--- config.mk ---
export PLATFORM = sky130hd
export DESIGN_NAME = pipelined_regfile_scoreboard
export DESIGN_NICKNAME = d
export VERILOG_FILES = /design/src/rtl/pipelined_regfile_scoreboard.sv
export SDC_FILE = /design/constraint.sdc
export NUM_CORES = 2
export LEC_CHECK = 0
export CORE_MARGIN = 8
export CORE_UTILIZATION = 50
export DETAILED_ROUTE_END_ITERATION = 6
export HOLD_SLACK_MARGIN = 0.03
export PLACE_DENSITY = 0.69
export SLEW_MARGIN = 20
export SYNTH_ARGS = -nofsm -noshare
export SYNTH_HDL_FRONTEND = slang
export SYNTH_SLANG_ARGS = --single-unit
--- constraint.sdc ---
create_clock -name clk -period 4.72 [get_ports clk]
set_clock_uncertainty 0.15 [all_clocks]
set_input_delay 0.944 -clock clk [delete_from_list [all_inputs] [get_ports clk]]
set_output_delay 0.944 -clock clk [all_outputs]
set_load 0.02 [all_outputs]
--- src/rtl/pipelined_regfile_scoreboard.sv ---
// Register file with same-cycle write-back bypass on both read ports and a
// per-register pending-write counter that stalls decode on RAW hazards.
`timescale 1ns/1ps
module pipelined_regfile_scoreboard #(
    parameter int DATA_WIDTH = 32,
    parameter int ADDR_WIDTH = 5,
    parameter int PEND_WIDTH = 2,
    parameter int ZERO_REG   = 1
) (
    input  logic                  clk,
    input  logic                  rst_n,
    input  logic                  dec_valid,
    output logic                  dec_ready,
    input  logic [ADDR_WIDTH-1:0] dec_rs0,
    input  logic                  dec_rs0_en,
    input  logic [ADDR_WIDTH-1:0] dec_rs1,
    input  logic                  dec_rs1_en,
    input  logic [ADDR_WIDTH-1:0] dec_rd,
    input  logic                  dec_rd_en,
    output logic [DATA_WIDTH-1:0] rd_data0,
    output logic [DATA_WIDTH-1:0] rd_data1,
    input  logic                  wb_we,
    input  logic [ADDR_WIDTH-1:0] wb_addr,
    input  logic [DATA_WIDTH-1:0] wb_data,
    input  logic                  flush,
    output logic                  sb_err
);

    localparam int NUM_REGS = 2 ** ADDR_WIDTH;
    localparam logic [PEND_WIDTH-1:0] PEND_MAX = '1;
    localparam logic [PEND_WIDTH-1:0] PEND_ONE = PEND_WIDTH'(1);

    // Register 0 is hard-wired to zero and never scoreboarded when ZERO_REG is set.
    function automatic logic tracked(input logic [ADDR_WIDTH-1:0] a);
        return !(ZERO_REG == 1 && a == '0);
    endfunction

    logic [DATA_WIDTH-1:0] regs_q [NUM_REGS];
    logic [PEND_WIDTH-1:0] pend_q [NUM_REGS];
    logic [PEND_WIDTH-1:0] pend_d [NUM_REGS];
    logic                  sb_err_q;
    logic                  sb_err_d;

    logic [NUM_REGS-1:0]   inc_vec;
    logic [NUM_REGS-1:0]   dec_vec;
    logic [NUM_REGS-1:0]   pend_zero_vec;

    logic hazard0;
    logic hazard1;
    logic sat;
    logic issue;
    logic wb_hit0;
    logic wb_hit1;
    logic wb_hit_rd;

    assign wb_hit0   = wb_we && (wb_addr == dec_rs0);
    assign wb_hit1   = wb_we && (wb_addr == dec_rs1);
    assign wb_hit_rd = wb_we && (wb_addr == dec_rd);

    always_comb begin
        rd_data0 = wb_hit0 ? wb_data : regs_q[dec_rs0];
        rd_data1 = wb_hit1 ? wb_data : regs_q[dec_rs1];
        if (!tracked(dec_rs0)) rd_data0 = '0;
        if (!tracked(dec_rs1)) rd_data1 = '0;
    end

    // A lone outstanding write landing this cycle is covered by the bypass.
    assign hazard0 = dec_rs0_en && tracked(dec_rs0) && (pend_q[dec_rs0] != '0)
                     && !(wb_hit0 && pend_q[dec_rs0] == PEND_ONE);
    assign hazard1 = dec_rs1_en && tracked(dec_rs1) && (pend_q[dec_rs1] != '0)
                     && !(wb_hit1 && pend_q[dec_rs1] == PEND_ONE);
    assign sat     = dec_rd_en && tracked(dec_rd) && (pend_q[dec_rd] == PEND_MAX) && !wb_hit_rd;

    assign dec_ready = !(hazard0 || hazard1 || sat || flush);
    assign issue     = dec_valid && dec_ready;
    assign sb_err    = sb_err_q;

    genvar gi;
    generate
        for (gi = 0; gi < NUM_REGS; gi++) begin : g_reg
            localparam logic [ADDR_WIDTH-1:0] IDX = ADDR_WIDTH'(gi);
            assign inc_vec[gi]       = issue && dec_rd_en && (dec_rd == IDX) && tracked(IDX);
            assign dec_vec[gi]       = wb_we && (wb_addr == IDX) && tracked(IDX);
            assign pend_zero_vec[gi] = (pend_q[gi] == '0);
        end
    endgenerate

    always_comb begin
        for (int r = 0; r < NUM_REGS; r++) begin
            pend_d[r] = pend_q[r];
            if (flush) begin
                pend_d[r] = '0;
            end else if (inc_vec[r] && !dec_vec[r]) begin
                pend_d[r] = pend_q[r] + PEND_ONE;
            end else if (dec_vec[r] && !inc_vec[r] && !pend_zero_vec[r]) begin
                pend_d[r] = pend_q[r] - PEND_ONE;
            end
        end
        // Write-back without a matching in-flight writer is a scoreboard error.
        sb_err_d = sb_err_q || (|(dec_vec & ~inc_vec & pend_zero_vec));
    end

    always_ff @(posedge clk or negedge rst_n) begin
        if (!rst_n) begin
            for (int r = 0; r < NUM_REGS; r++) begin
                regs_q[r] <= '0;
                pend_q[r] <= '0;
            end
            sb_err_q <= 1'b0;
        end else begin
            for (int r = 0; r < NUM_REGS; r++) begin
                if (dec_vec[r]) regs_q[r] <= wb_data;
                pend_q[r] <= pend_d[r];
            end
            sb_err_q <= sb_err_d;
        end
    end

endmodule
==> flow_metrics.tcl <==
set metrics [dict create \
    synthFlopType "dfrtp_1" \
    ir_drop_mv 0.293 \
    io_buffers 125 \
    required_ps 3630 \
    powerDensity_mw_per_mm2 391 \
    synth-seq-cells 1055 \
    die_h_um 361 \
    hold_viol_final 0 \
    grt_max_degree 117 \
    holdBufCountCts 0 \
    grt_overflow 0 \
    synth_area_per_cell_um2 11.9 \
    die_w_um 361 \
    antenna_found_initial 2 \
    relSlewSlack 0.277 \
    rsz0062_at_grt "false" \
    io_pins 126 \
    hp-class "in2async" \
    synth_cell_types 82 \
    async_flop_share 1.00 \
    timing.final.ws_setup_ps 50.5 \
    vias_per_cell 6.76 \
    root_buffer "clkbuf_16" \
    place_ws_ps -350 \
    wl_per_cell_um 30.8 \
    reg2reg_slack_ps 1070 \
    synth-edff-count 0 \
    dp_hpwl_mm 124 \
    std_cell_rows 126 \
    setup_tns_ps 0 \
    yosysWarnings 0 \
    dieArea_mm2 0.130 \
    place_congestion 0.921 \
    cts_buffers 109 \
    start_util 0.503 \
    slowest_delay_ps 560 \
    fin_nets 5223 \
    drtIter0Drc 6243 \
    area_growth_pct 17.0 \
    syn_nets 5043 \
    num_vias 45800 \
    path_cells "buf_8, buf_12, buf_4, mux4_2, mux4_2, a21oi_1, a211oi_1, clkdlybuf4s50_1" \
    htreeDepth 3 \
    critPathSlowestCell "clkdlybuf4s50_1" \
    post-route-min-period_ps 4670 \
    drt_pass1_iterations 7 \
    fmax_ghz 0.214 \
    track_usage 0.315 \
    crit_path_frequent_cell "mux4_2" \
    grt_pass1_wl_mm 308 \
    cts_tree "done" \
    p_leak_nw 31.8 \
    yosysTopAreaCellShare 0.445 \
    drv_slew 0 \
    drtAntennaViolNets 0 \
    fillers 9263 \
    setup_violations 0 \
    post-route-drc-count 0 \
    worstSetupEndpointType "output port" \
    start_kind "primary input" \
    cts.clk_slew.worst_paths_ps 60 \
    crit_type "in2out" \
    maxCapViolCount 0 \
    drt_wl_total_mm 209 \
    cp_data_arrival_time_ps 3580 \
    netlist_instances 4983 \
    yosysSeqAreaShare 0.445 \
    clkLatencyLatePin_ps 730 \
    finalCritPeriodShare 0.989 \
    netlist_area_mm2 0.0593 \
    tightest_slew_ps 1080 \
    synth_top_area_cell "dfrtp_1" \
    netlist_top_cells_area "dfrtp_1 44%, mux4_2 22%, mux2_2 12%, nand2_1 8.4%, clkbuf_1 2.4%" \
    core_area_mm2 0.118 \
    drive_gt1_frac 0.367 \
    status "completed" \
    cts_max_path_buffers 3 \
    grt_pass1_vias 45900 \
    final_cell_mix "1306 x nand2_1, 1055 x dfrtp_1, 650 x mux2_2" \
    cts_sinks 1055 \
    mostFrequentLayoutCell "nand2_1" \
    crit_path_max_fanout 15 \
]
-- cells in the mapped netlist (4+ instances only) --
cell / number
buf_4: 4
a211o_1: 4
a22oi_1: 7
a211oi_1: 61
a21oi_1: 116
and3_1: 8
xor2_1: 12
nand2_1: 1328
o21ai_0: 43
or3_1: 10
mux2_2: 650
nand4_1: 6
nor2_1: 221
a22o_1: 32
buf_1: 37
a21o_1: 5
a31o_2: 4
mux4_2: 576
nor3_1: 27
buf_6: 4
o22ai_1: 4
a221oi_1: 39
nand2b_1: 14
or2_2: 11
clkbuf_1: 381
o21bai_1: 5
dfrtp_1: 1055
nor4_1: 10
buf_2: 41
and2_1: 23
o211ai_1: 9
xnor2_1: 6
nor2b_1: 18
mux2i_1: 76
nand3_1: 23
inv_1: 12
a2111oi_0: 33
-- sequential cells by signal (all words and copies together), names as in the netlist --
| register | count |
|---|---|
| sb_err | 1 |
| pend_q | 62 |
| regs_q | 992 |
-- critical path: cells and delay by family --
kind | cells | cell delay (ps)
compound gates | 2 | 430
mux | 2 | 1010
buf+inv | 4 | 1170
-- metrics by stage --
stage / util / instance area, um^2 / hold slack [ps] / power [mW] / cells
after floorplan: - / 59400 / 307 / 15.8 / 4983
after global placement: 0.554 / 65300 / 319 / 17.8 / 6567
after detailed placement: 0.554 / 65300 / 328 / 18.1 / 6567
after CTS: 0.587 / 69200 / 98.7 / 27.1 / 6774
after global routing: 0.589 / 69400 / 133 / 28.1 / 6784
final: 0.589 / 69400 / 90.6 / 27.1 / 6786
-- layer usage --
metal,track usage,share of wire,wire (um),vias up
li1,-,-,-,18500
met1,0.422,0.37,77800,23700
met2,0.478,0.45,94000,2966
met3,0.0861,0.12,25500,653
met4,0.150,0.056,11700,0
met5,0,0,0,-
-- power breakdown --
| group | internal [mW] | switching [mW] |
|---|---|---|
| registers | 10.7 | 1.25 |
| logic | 3.49 | 2.63 |
| clock network | 5.21 | 3.86 |
-- kinds of logic (layout without fill, tap and decap cells) --
logic type      after synthesis  count (layout)  share of synthesized area
simple gates               1721            1721                      0.116
mux                        1306            1306                      0.356
flops                      1055            1055                      0.445
buf+inv                     481             746                     0.0323
compound gates              402             402                     0.0481
xor+xnor                     18              18                    0.00266
other cells                   0               2                          0
-- area by class of cell --
cell class	count	area (um^2)	area share
repair inverters	1	8.76	0.000126
clock buffers	154	3240	0.0467
repair buffers	536	5870	0.0846
multi-input cells	3447	31400	0.453
diodes	2	5.00	0.0000721
well taps	1536	1920	0.0277
inverters	13	75.1	0.00108
clock inverters	42	470	0.00678
flip-flops and latches	1055	26400	0.380
-- worst paths after layout --
check	end	start	cells after the start
worst max-delay path	rd_data0[2]	dec_rs0[0]	8
worst min-delay path	regs_q[825]	rst_n	1
worst max register to register	sb_err	pend_q[51]	13
worst min register to register	regs_q[536]	regs_q[536]	2
max in group asynchronous	regs_q[835]	rst_n	2
min in group clk	regs_q[536]	regs_q[536]	2
-- timing repair --
| item | CTS | global route |
|---|---|---|
| gates resized for setup | 34 | 41 |
| cloned | 0 | 1 |
| setup endpoints to repair | 33 | 38 |
| setup buffers | 11 | 9 |
Power figures use the tool's default switching activity.
